File: config.mk
export PLATFORM = sky130hd
export DESIGN_NAME = fwd_hazard_ctrl_flat
export DESIGN_NICKNAME = d
export VERILOG_FILES = /design/src/rtl/fwd_hazard_ctrl_if.sv /design/src/rtl/fwd_hazard_ctrl.sv /design/src/flat_wrapper.sv
export SDC_FILE = /design/constraint.sdc
export NUM_CORES = 1
export LEC_CHECK = 0
export BUFFER_PORTS_ARGS = -buffer_cell sky130_fd_sc_hd__buf_2
export CAP_MARGIN = 30
export CORE_MARGIN = 5
export CORE_UTILIZATION = 54
export CTS_BUF_LIST = sky130_fd_sc_hd__clkbuf_4
export DETAILED_ROUTE_END_ITERATION = 12
export PLACE_DENSITY = 0.89
export SYNTH_ARGS = -nofsm -noshare
export SYNTH_HDL_FRONTEND = slang
export SYNTH_SLANG_ARGS = --single-unit
export TNS_END_PERCENT = 100
File: constraint.sdc
create_clock -name clk -period 2.21 [get_ports clk]
set_clock_uncertainty 0.1 [all_clocks]
set_input_delay 0.442 -clock clk [delete_from_list [all_inputs] [get_ports clk]]
set_output_delay 0.442 -clock clk [all_outputs]
set_load 0.02 [all_outputs]
File: src/rtl/fwd_hazard_ctrl_if.sv
// ID-stage request and EX-select/stall response bundle of the hazard and forwarding controller.
interface fwd_hazard_ctrl_if #(
    parameter int REG_ADDR_LEN = 4,
    parameter int CNT_LEN      = 16
);
    logic                    i_id_valid;
    logic [REG_ADDR_LEN-1:0] i_id_src1;
    logic [REG_ADDR_LEN-1:0] i_id_src2;
    logic                    i_id_two_src;
    logic [REG_ADDR_LEN-1:0] i_id_dest;
    logic                    i_id_wb_en;
    logic                    i_id_mem_read;
    logic                    i_branch_taken;
    logic                    o_stall;
    logic [1:0]              o_sel_src1;
    logic [1:0]              o_sel_src2;
    logic [CNT_LEN-1:0]      o_stall_cnt;

    modport slave (
        input  i_id_valid, i_id_src1, i_id_src2, i_id_two_src, i_id_dest,
               i_id_wb_en, i_id_mem_read, i_branch_taken,
        output o_stall, o_sel_src1, o_sel_src2, o_stall_cnt
    );

    modport master (
        output i_id_valid, i_id_src1, i_id_src2, i_id_two_src, i_id_dest,
               i_id_wb_en, i_id_mem_read, i_branch_taken,
        input  o_stall, o_sel_src1, o_sel_src2, o_stall_cnt
    );
endinterface

File: src/rtl/fwd_hazard_ctrl.sv
// Hazard and forwarding controller: EX/MEM/WB destination scoreboard, EX operand mux selects,
// load-use (or plain RAW without forwarding) stall and a saturating stall counter.
module fwd_hazard_ctrl #(
    parameter int REG_ADDR_LEN = 4,
    parameter bit FWD_EN       = 1'b1,
    parameter int CNT_LEN      = 16
) (
    input  logic               clk,
    input  logic               rst,
    fwd_hazard_ctrl_if.slave   bus
);
    typedef struct packed {
        logic                    valid;
        logic                    wb_en;
        logic                    mem_read;
        logic [REG_ADDR_LEN-1:0] dest;
    } rec_t;

    localparam logic [1:0] SEL_RF  = 2'd0;
    localparam logic [1:0] SEL_MEM = 2'd1;
    localparam logic [1:0] SEL_WB  = 2'd2;

    rec_t               r_ex;
    rec_t               r_mem;
    rec_t               r_wb;
    logic [1:0]         r_sel_src1;
    logic [1:0]         r_sel_src2;
    logic [CNT_LEN-1:0] r_stall_cnt;

    logic       w_ex_m1;
    logic       w_ex_m2;
    logic       w_mem_m1;
    logic       w_mem_m2;
    logic       w_stall;
    logic       w_advance;
    logic [1:0] w_sel1;
    logic [1:0] w_sel2;
    rec_t       w_id_rec;

    function automatic logic rec_match(input rec_t r, input logic [REG_ADDR_LEN-1:0] src);
        return r.valid & r.wb_en & (r.dest == src);
    endfunction

    // The nearest producer wins: EX now will sit in MEM when this instruction reaches EX.
    function automatic logic [1:0] pick_sel(input logic ex_m, input logic mem_m);
        logic [1:0] sel;
        sel = SEL_RF;
        if (!FWD_EN) begin
            sel = SEL_RF;
        end else if (ex_m) begin
            sel = SEL_MEM;
        end else if (mem_m) begin
            sel = SEL_WB;
        end else begin
            sel = SEL_RF;
        end
        return sel;
    endfunction

    assign w_ex_m1  = rec_match(r_ex, bus.i_id_src1);
    assign w_ex_m2  = bus.i_id_two_src & rec_match(r_ex, bus.i_id_src2);
    assign w_mem_m1 = rec_match(r_mem, bus.i_id_src1);
    assign w_mem_m2 = bus.i_id_two_src & rec_match(r_mem, bus.i_id_src2);

    // Stall decision; a flush or an empty ID slot never stalls.
    always_comb begin
        w_stall = 1'b0;
        if (bus.i_branch_taken || !bus.i_id_valid) begin
            w_stall = 1'b0;
        end else if (FWD_EN) begin
            w_stall = r_ex.mem_read & (w_ex_m1 | w_ex_m2);
        end else begin
            w_stall = w_ex_m1 | w_ex_m2 | w_mem_m1 | w_mem_m2;
        end
    end

    assign w_advance = bus.i_id_valid & ~w_stall & ~bus.i_branch_taken;
    assign w_sel1    = pick_sel(w_ex_m1, w_mem_m1);
    assign w_sel2    = pick_sel(w_ex_m2, w_mem_m2);
    assign w_id_rec  = '{valid: 1'b1, wb_en: bus.i_id_wb_en, mem_read: bus.i_id_mem_read,
                         dest: bus.i_id_dest};

    // Scoreboard shift, select registration and stall counting.
    always_ff @(posedge clk or posedge rst) begin
        if (rst) begin
            r_ex        <= '0;
            r_mem       <= '0;
            r_wb        <= '0;
            r_sel_src1  <= SEL_RF;
            r_sel_src2  <= SEL_RF;
            r_stall_cnt <= {CNT_LEN{1'b0}};
        end else begin
            r_wb  <= r_mem;
            r_mem <= r_ex;
            if (w_advance) begin
                r_ex       <= w_id_rec;
                r_sel_src1 <= w_sel1;
                r_sel_src2 <= w_sel2;
            end else begin
                r_ex       <= '0;
                r_sel_src1 <= SEL_RF;
                r_sel_src2 <= SEL_RF;
            end
            if (w_stall && (r_stall_cnt != {CNT_LEN{1'b1}})) begin
                r_stall_cnt <= r_stall_cnt + {{(CNT_LEN-1){1'b0}}, 1'b1};
            end else begin
                r_stall_cnt <= r_stall_cnt;
            end
        end
    end

    assign bus.o_stall     = w_stall;
    assign bus.o_sel_src1  = r_sel_src1;
    assign bus.o_sel_src2  = r_sel_src2;
    assign bus.o_stall_cnt = r_stall_cnt;
endmodule
File: src/flat_wrapper.sv
// flat-port wrapper written by rule: the top's interface ports become plain ports
module fwd_hazard_ctrl_flat 
#(
    parameter int REG_ADDR_LEN = 4,
    parameter bit FWD_EN       = 1'b1,
    parameter int CNT_LEN      = 16
)
  (clk, rst, bus_i_id_valid, bus_i_id_src1, bus_i_id_src2, bus_i_id_two_src, bus_i_id_dest, bus_i_id_wb_en, bus_i_id_mem_read, bus_i_branch_taken, bus_o_stall, bus_o_sel_src1, bus_o_sel_src2, bus_o_stall_cnt);
  fwd_hazard_ctrl_if #(.REG_ADDR_LEN(REG_ADDR_LEN), .CNT_LEN(CNT_LEN)) bus_i ();
  input  logic clk;
  input  logic rst;
  input wire logic [$bits(bus_i.i_id_valid)-1:0] bus_i_id_valid;
  input wire logic [$bits(bus_i.i_id_src1)-1:0] bus_i_id_src1;
  input wire logic [$bits(bus_i.i_id_src2)-1:0] bus_i_id_src2;
  input wire logic [$bits(bus_i.i_id_two_src)-1:0] bus_i_id_two_src;
  input wire logic [$bits(bus_i.i_id_dest)-1:0] bus_i_id_dest;
  input wire logic [$bits(bus_i.i_id_wb_en)-1:0] bus_i_id_wb_en;
  input wire logic [$bits(bus_i.i_id_mem_read)-1:0] bus_i_id_mem_read;
  input wire logic [$bits(bus_i.i_branch_taken)-1:0] bus_i_branch_taken;
  output wire logic [$bits(bus_i.o_stall)-1:0] bus_o_stall;
  output wire logic [$bits(bus_i.o_sel_src1)-1:0] bus_o_sel_src1;
  output wire logic [$bits(bus_i.o_sel_src2)-1:0] bus_o_sel_src2;
  output wire logic [$bits(bus_i.o_stall_cnt)-1:0] bus_o_stall_cnt;
  assign bus_i.i_id_valid = bus_i_id_valid;
  assign bus_i.i_id_src1 = bus_i_id_src1;
  assign bus_i.i_id_src2 = bus_i_id_src2;
  assign bus_i.i_id_two_src = bus_i_id_two_src;
  assign bus_i.i_id_dest = bus_i_id_dest;
  assign bus_i.i_id_wb_en = bus_i_id_wb_en;
  assign bus_i.i_id_mem_read = bus_i_id_mem_read;
  assign bus_i.i_branch_taken = bus_i_branch_taken;
  assign bus_o_stall = bus_i.o_stall;
  assign bus_o_sel_src1 = bus_i.o_sel_src1;
  assign bus_o_sel_src2 = bus_i.o_sel_src2;
  assign bus_o_stall_cnt = bus_i.o_stall_cnt;
  fwd_hazard_ctrl #(.REG_ADDR_LEN(REG_ADDR_LEN), .FWD_EN(FWD_EN), .CNT_LEN(CNT_LEN)) u_core (.clk(clk), .rst(rst), .bus(bus_i));
endmodule
==> Word-level counts from Yosys, hierarchy flattened <==
Cells that the tools add are included.
{ "classes": {"add_sub_neg": 1, "n_eq_ne": 5, "muxes": 8, "bitwise": 14, "n_reduce_logical": 3} }
{ "op_table": {"columns": ["cell", "n"], "rows": [
  ["$add A16 B1 Y16 const B", 1],
  ["$eq A4 B4 Y1", 4],
  ["$ne A16 B16 Y1 const B", 1],
  ["$mux W2", 6],
  ["$and A1 B1 Y1", 11],
  ["$mux W7", 1],
  ["$not A1 Y1", 2],
  ["$logic_and A1 B1 Y1", 1],
  ["$logic_not A1 Y1", 1],
  ["$logic_or A1 B1 Y1", 1],
  ["$mux W1", 1],
  ["$or A1 B1 Y1", 1]
]} }
{ "word_totals": {"reg_bits": 33, "in_bits": 19, "output_inout_bits": 21, "wordCells": 41} }

==> Depth between registers and ports, before layout <==
Gate-level depths: netlist (run 1).
{ "logic_depth": {"depth_word": 10, "mapped_depth": 7, "mapped_depth_nobuf": 6} }

==> Worst setup path after synthesis (run 1) <==
Ideal clock, no wire load.
{ "synth_timing": {"path_kind": "reg-to-reg", "start": "register u_core.r_stall_cnt[0] (netlist: u_core.bus.o_stall_cnt[0])", "end": "register u_core.r_stall_cnt[10] (netlist: u_core.bus.o_stall_cnt[10])", "setup_ps": 138, "arrival_time_ps": 1888, "t_required_ps": 1972, "setup_slack_ps": 84, "path_stages_with_launch": 8, "path_buffers": 1, "period_less_slack_ps": 2126, "path_cell_list": "dfrtp_1 > ha_1 > nand2_1 > or4_4 > nor3_4 > buf_6 > nor4_1 > xor2_1"} }
{ "synth_via": {"elab_chain_cells": 2, "elab_cells_between_ends": 3, "classes_between": "add/sub (1); eq/ne (1); reduce/logical (1)"} }
{ "synth_rtl": {"columns": ["item", "line_no", "text"], "rows": [
  ["start: declaration", "fwd_hazard_ctrl.sv:28", "logic [CNT_LEN-1:0] r_stall_cnt;"],
  ["start signal: assignment", "fwd_hazard_ctrl.sv:91", "r_stall_cnt <= {CNT_LEN{1'b0}};"],
  ["start signal: assignment", "fwd_hazard_ctrl.sv:105", "r_stall_cnt <= r_stall_cnt + {{(CNT_LEN-1){1'b0}}, 1'b1};"],
  ["start signal: assignment", "fwd_hazard_ctrl.sv:107", "r_stall_cnt <= r_stall_cnt;"],
  ["branches (longest 2 deep; another with $add A16 B1 Y16)", null, null]
]} }
Several ways; the timed one is not identified.
A chain may end at the register's enable or synchronous reset.

==> Worst setup path in the final report (run 1) <==
{ "layout_timing": {"start": "register u_core.r_stall_cnt[1] (netlist: u_core.bus.o_stall_cnt[1])", "end": "register u_core.r_stall_cnt[1] (netlist: u_core.bus.o_stall_cnt[1])"} }
The elaborated chain is that of the path after synthesis.

==> Implementation_results.wiki, run 1 <==
{| class="wikitable"
! Metric !! Value
|-
| Antenna Nets Post-Route || 0
|-
| Worst-case vdd ir drop || just under 0.6 mV
|-
| Transition at the pin with the smallest max-transition slack || 0.611 ns
|-
| Max-Slew Margin vs Limit || roughly 59%
|-
| Routability-driven placement congestion ratio || 0.870
|-
| Clk pin slew, worst setup/hold paths || 0.11 ns
|-
| Area overhead of the layout relative to synthesis || 26.9%
|-
| Bufs on Longest Clock Path || 2
|-
| CTS HTree Levels || 2
|-
| Routed via count || roughly 1,300
|-
| Met3 usage in global routing || under 10%
|-
| Leading cell types in the layout, fill and taps excluded || buf_2 (39), dfrtp_1 (33), xor2_1 (28)
|-
| Via count normalized by instance count || about 5.4
|-
| Netlist area before placement || between 0.0015 and 0.002 mm^2
|-
| Number of nets in the synthesized netlist || about 160
|-
| IO Pins || 40
|-
| Slowest library cell on the worst path || or4_4
|-
| Number of register bits inferred by synthesis || 33
|-
| Share of final-layout standard cells stronger than drive strength 1 || between 30% and 40%
|-
| Ranking of synthesized cells by area || dfrtp_1 (52%), xor2_1 (16%), nor3_1 (3.8%), nand2_1 (2.6%), and2_1 (2.4%)
|-
| N_diodes || 0
|-
| Die outline width || ~64 um
|-
| Busiest layer in global routing || met2
|-
| Post-synthesis cell type with the largest combined area || dfrtp_1
|-
| Nets || about 220
|-
| Number of standard cells after synthesis || approximately 140
|-
| Max Slew Vio Count || 0
|-
| Setup repair after global routing missed its margin || true
|-
| Number of iterations in the first detailed-routing pass || 4
|-
| Via count of the first global-routing pass || approximately 1,300
|-
| Number of buffers added by the clock tree synthesis step || 5
|-
| Global routing usage summed across all routing layers || 17.8%
|-
| Maximum achievable frequency || around 0.46 GHz
|-
| Final period utilization || 98.3%
|-
| TritonCTS clock tree || yes
|-
| Library cells used by synthesis || 32
|-
| Stage delay of the slowest cell on the critical path || about 0.55 ns
|-
| Most common cell after layout, fill and taps aside || buf_2
|-
| Estimated wirelength of the detail-placed design || 2480 um
|-
| Maximum number of pins on one net before global-route repair || 34
|-
| Chain of cells forming the critical path || ha_2 > nand2_1 > or4_4 > nor3_4 > buf_4 > nor2_2 > mux2_4
|-
| Yosys Warn Count || 0
|-
| Clock insertion delay at the later pin of the skew report || between 0.3 and 0.4 ns
|-
| Met2 GRT Util || around 28%
|-
| DIE HEIGHT || 64.0 um
|-
| Max Fanout on Critical Path || 4
|-
| Global-route wire length before repair || approximately 5600 um
|-
| Post-route minimum period || approximately 2.2 ns
|-
| Areal power density over the cells || 577 mW/mm^2
|-
| Cell area after layout || 0.00200 mm^2
|-
| Endpoint arrival time on the critical path || roughly 2.3 ns
|-
| # DRC || 0
|-
| Number of buffer cells added on primary ports || 39
|-
| Setup violations, final || 0
|-
| Setup TNS Final || 0 ns
|-
| CTS Root Buffer Type || clkbuf_4
|-
| Data required, critical path || 2.35 ns
|-
| First-iteration detailed-routing DRC count || 40
|-
| Avg WL per Cell || roughly 15 um
|-
| Initial core utilization || between 50% and 60%
|-
| Result of the run || complete, no violations
|-
| Number of hold violations in the final report || 0
|-
| Worst min path class || in2async
|-
| Sum of routed wire length over all layers || roughly 3400 um
|-
| Worst setup EP type || register
|-
| Setup Crit Path Kind || reg2reg
|-
| Total core area || approximately 0.0028 mm^2
|-
| Maximum Capacitance Violations || 0
|-
| Aggregate global routing overflow || 0
|-
| Post-Place Cell Area || ~0.0018 mm^2
|-
| Met1 layer usage reported by global route || between 20% and 30%
|-
| Mean instance size in the synthesized netlist || around 11 um^2
|-
| Total number of placement rows || 19
|-
| Clock sink total || 33
|-
| Top-area cell type share of the netlist area || ~52%
|-
| Standby leakage power || ~1.1 nW
|-
| Sequential share of the synthesized area || approximately 52%
|-
| Count of filler cells inserted in the layout || 190
|-
| Area of the die || between 0.004 and 0.005 mm^2
|-
| Antenna violations before repair || 0
|-
| Startpoint kind of the worst setup timing path || register
|}
[worst paths after layout]
check	from	slack [ns]	cells after the start	to
hold reg to reg	u_core.r_ex[6]	0.32	0	u_core.r_mem[6]
setup / recovery	u_core.bus.o_stall_cnt[1]	0.04	7	u_core.bus.o_stall_cnt[1]
setup reg to reg	u_core.bus.o_stall_cnt[1]	0.04	7	u_core.bus.o_stall_cnt[1]
hold / removal	rst	0.06	3	u_core.bus.o_sel_src2[0]
min in group clk	bus_i_id_wb_en	0.20	2	u_core.r_ex[5]
max in group asynchronous	rst	1.65	3	u_core.bus.o_stall_cnt[13]
[sequential cells by signal (all words and copies together) (netlist names)]
register and flops:
u_core.r_mem 6, u_core.bus.o_sel_src1 2, u_core.r_ex 7, u_core.bus.o_sel_src2 2
u_core.bus.o_stall_cnt 16
[layout make-up]
cell class | count | area, um^2 | area share, %
Timing Repair Buffer | 52 | 305 | 15.3
Clock buffer | 5 | 37.5 | 1.88
Sequential cell | 33 | 826 | 41.3
Multi-Input combinational cell | 102 | 729 | 36.5
Clock inverter | 3 | 46.3 | 2.32
Inverter | 4 | 15.0 | 0.751
Tap cell | 31 | 38.8 | 1.94
[metrics by stage]
stage | hold slack [ns] | std cells | utilization (%) | setup slack, ns | power (mW)
2_1_floorplan | 0.273 | 141 | - | 0.0844 | 0.669
3_3_place_gp | 0.284 | 215 | 66.5 | 0.153 | 0.697
3_5_place_dp | 0.299 | 215 | 66.5 | 0.0282 | 0.702
4_1_cts | 0.0627 | 223 | 69.7 | 0.00757 | 1.16
5_1_grt | 0.109 | 230 | 71.8 | -0.0823 | 1.19
6_report | 0.0612 | 230 | 71.8 | 0.0379 | 1.15
[report_power, final]
group	internal, mW	switching [mW]	leakage, nW	total (mW)
registers	0.613	0.00903	0.448	0.622
clock network	0.239	0.217	0.0414	0.457
logic	0.0325	0.0409	0.593	0.0734
[critical path, delay by kind of cell (launching register included)]
family                   cells  cell delay, ns
adder cells (fa/ha/maj)      1            0.19
buffers and inverters        1            0.17
flip-flops                   1            0.37
multiplexers                 1            0.28
AND/OR/NAND/NOR              4            0.95
[per-layer routing]
layer  vias up  part of all wire (%)
met5         -                     0
met3         7                   5.9
met4         0                   2.7
met2        39                    51
li1        597                     -
met1       609                    40
[logic make-up after synthesis]
kind of cell | count (synthesis) | share of synthesized area, %
and+or+nand+nor | 66 | 24.7
DFF | 33 | 52.5
xor gates and xnor gates | 30 | 16.7
buffers and inverters | 6 | 1.99
AOI/OAI and AO/OA | 3 | 1.67
muxes | 2 | 1.67
adders and majority gates | 1 | 0.795
[Yosys cell counts]
cell type	count
nor2_2	1
nand2_1	11
nor4_2	2
a21oi_1	1
and4_1	2
a22o_1	1
nor4b_1	1
a22oi_2	1
or2_2	1
inv_1	4
nor3_4	1
and3_1	2
buf_6	1
mux2_2	1
buf_2	1
mux2_4	1
nand2b_1	1
nand4_1	3
nand3b_1	1
nor4_1	4
ha_1	1
dfrtp_1	33
xnor2_1	2
nor3_1	12
nor3b_1	1
nor2_1	7
or4_4	1
nand3_2	1
and2_1	6
nand3_1	7
xor2_1	28
nor3_2	1
[timing repair]
| item | CTS | global route |
|---|---|---|
| cloned | 0 | 0 |
| setup endpoints to repair | 1 | 10 |
| buffers inserted | 0 | 7 |
| hold buffers | 0 | 0 |
| pin swaps | 0 | 5 |
| resized for setup | 1 | 2 |
| endpoints found under the hold margin | 0 | 0 |
No activity file was read; power rests on OpenSTA's default activity.
==> inputs of run 2 (changes only) <==
--- a/config.mk
+++ b/config.mk
@@ -5,13 +5,14 @@
 export SDC_FILE = /design/constraint.sdc
 export NUM_CORES = 1
 export LEC_CHECK = 0
-export BUFFER_PORTS_ARGS = -buffer_cell sky130_fd_sc_hd__buf_2
+export BUFFER_PORTS_ARGS = -buffer_cell sky130_fd_sc_hd__buf_4
 export CAP_MARGIN = 30
 export CORE_MARGIN = 5
-export CORE_UTILIZATION = 54
+export CORE_UTILIZATION = 45
 export CTS_BUF_LIST = sky130_fd_sc_hd__clkbuf_4
 export DETAILED_ROUTE_END_ITERATION = 12
-export PLACE_DENSITY = 0.89
+export GPL_TIMING_DRIVEN = 1
+export PLACE_DENSITY = 0.77
 export SYNTH_ARGS = -nofsm -noshare
 export SYNTH_HDL_FRONTEND = slang
 export SYNTH_SLANG_ARGS = --single-unit
==> run 2 against run 1 <==
Worst hold slack better by 0.016 ns. Register-to-register slack better by 0.04 ns. Die area up 17%. Global-route usage down 3.1 points. Sequential power about the same. Via count down 1.1%. Highest routed layer unchanged.
==> Implementation_results.wiki, run 2 (synthesized netlist as in run 1, its figures left out) <==
{| class="wikitable"
! Metric !! Value
|-
| Max Slew Vio Count || 0
|-
| Clock sink total || 33
|-
| Result of the run || complete, no violations
|-
| Worst setup EP type || primary output
|-
| Total placed cells including tap cells || 233
|-
| N_diodes || 0
|-
| Bufs on Longest Clock Path || 2
|-
| Post-CTS Hold Buffers || 0
|-
| Final period utilization || between 90% and 100%
|-
| Endpoint arrival time on the critical path || between 1.5 and 2 ns
|-
| Largest register FFs || 16
|-
| Antenna violations before repair || 0
|-
| Maximum achievable frequency || 0.466 GHz
|-
| Setup TNS Final || 0 ns
|-
| Most common cell after layout, fill and taps aside || buf_4
|-
| Global routing usage summed across all routing layers || between 10% and 20%
|-
| Total number of placement rows || 21
|-
| Routability-driven placement congestion ratio || ~0.86
|-
| Setup Crit Path Kind || reg2out
|-
| Sequential power share || a little over half
|-
| Estimated wirelength of the detail-placed design || 2540 um
|-
| TritonCTS clock tree || yes
|-
| Part of the total power dissipated in the clock network || 38.5%
|-
| Setup repair after global routing missed its margin || true
|-
| Clk pin slew, worst setup/hold paths || 0.10 ns
|-
| Die outline width || 69.1 um
|-
| Standby leakage power || approximately 1.1 nW
|-
| Initial core utilization || 46.8%
|-
| Sum of routed wire length over all layers || between 3000 and 4000 um
|-
| Max-Slew Margin vs Limit || 73.7%
|-
| Number of buffer cells added on primary ports || 39
|-
| Global-route wire length before repair || about 5700 um
|-
| Area of the die || between 0.004 and 0.005 mm^2
|-
| Cell Int Power || 0.901 mW
|-
| First-iteration detailed-routing DRC count || between 60 and 70
|-
| Final Core Density || a little over three fifths
|-
| Area overhead of the layout relative to synthesis || 35.0%
|-
| Avg WL per Cell || approximately 14 um
|-
| Power, Total || approximately 1.1 mW
|-
| Aggregate global routing overflow || 0
|-
| Worst min path class || in2async
|-
| CTS HTree Levels || 2
|-
| Clock insertion delay at the later pin of the skew report || between 0.3 and 0.4 ns
|-
| Leading cell types in the layout, fill and taps excluded || buf_4 (51), dfrtp_1 (33), xor2_1 (28)
|-
| Routed via count || between 1,000 and 1,500
|-
| Sw Share || a little over a fifth
|-
| Max Fanout on Critical Path || 4
|-
| Share of final-layout standard cells stronger than drive strength 1 || a little under two fifths
|-
| Worst-case vdd ir drop || between 0.3 and 0.4 mV
|-
| Post-layout instance count excluding filler cells || roughly 250
|-
| IO Pins || 40
|-
| Setup violations, final || 0
|-
| Via count normalized by instance count || 5.01
|-
| # DRC || 0
|-
| Data required, critical path || roughly 1.7 ns
|-
| Post-route minimum period || about 2.1 ns
|-
| Number of hold violations in the final report || 0
|-
| Maximum Capacitance Violations || 0
|-
| Antenna Nets Post-Route || 0
|-
| Part of the total power dissipated in combinational logic || under 10%
|-
| Transition at the pin with the smallest max-transition slack || between 0.3 and 0.4 ns
|-
| CTS Root Buffer Type || clkbuf_4
|-
| Number of buffers added by the clock tree synthesis step || 5
|-
| Startpoint kind of the worst setup timing path || register
|-
| Nets || 220
|-
| Via count of the first global-routing pass || between 1,000 and 1,500
|-
| Areal power density over the cells || 536 mW/mm^2
|-
| Total core area || about 0.0034 mm^2
|-
| Number of iterations in the first detailed-routing pass || 4
|-
| Maximum number of pins on one net before global-route repair || 34
|-
| DIE HEIGHT || around 69 um
|-
| Net Sw Power || approximately 0.24 mW
|}
## run 2: cell count changes in the layout (fill, tap and decap cells not counted), sizes merged
cell,change
clkbuf,+1
clkinvlp,-1
buf,+2
## run 2: power groups by stage
stage	registers [mW]	clock network, mW	logic (mW)
after global routing	0.624	0.475	0.0886
final	0.622	0.438	0.0790
after global placement	0.633	0	0.0752
after CTS	0.622	0.453	0.0803
after detailed placement	0.634	0	0.0787
after floorplan	0.632	0	0.0373
## run 2: area by class of cell
class	instances	area (um^2)
inverter	4	15.0
sequential	33	826
clock buffer	6	45.0
multi-input combinational	102	731
clock inverter	2	33.8
fill	284	1240
tap	46	57.6
timing repair buffer	54	417
## run 2: worst max-delay path: stages (launching register included)
cell and delay [ns]:
dfrtp_1 0.43, xor2_1 0.17, nor3_2 0.29, a22oi_2 0.17, inv_1 0.10, buf_6 0.12
## run 2: per-layer routing
metal	GRT usage, %	vias to the layer above	share of wire (%)
met5	0	-	0
met4	5.86	0	1.8
met3	4.07	7	4.7
met2	24.6	34	53
met1	17.8	597	41
li1	-	600	-
## run 2: worst paths after layout
check,from,end,slack [ns],cells after the start
worst max register to register,u_core.bus.o_stall_cnt[0],u_core.bus.o_stall_cnt[11],0.08,8
min in group clk,bus_i_id_dest[0],u_core.r_ex[0],0.22,2
max in group asynchronous,rst,u_core.bus.o_stall_cnt[12],1.64,3
worst min-delay path,rst,u_core.r_mem[2],0.08,3
worst max-delay path,u_core.r_ex[2],bus_o_stall,0.06,5
worst min register to register,u_core.r_ex[6],u_core.r_mem[6],0.30,0
## run 2: per-stage QoR
| step | hold slack, ns | setup WS, ns | cell area (um^2) |
|---|---|---|---|
| 2_1_floorplan | 0.273 | 0.0844 | 1570 |
| 3_3_place_gp | 0.285 | 0.0728 | 1980 |
| 3_5_place_dp | 0.290 | 0.0390 | 1980 |
| 4_1_cts | 0.0861 | 0.000445 | 2060 |
| 5_1_grt | 0.111 | -0.0440 | 2120 |
| 6_report | 0.0769 | 0.0627 | 2120 |
## run 2: timing repair
action / 4_1_cts / 5_1_grt
hold endpoints to repair: 0 / 0
resized for setup: 1 / 5
pin swaps: 0 / 4
gates cloned: 0 / 1
setup buffers: 0 / 5
setup endpoints to repair: 1 / 10
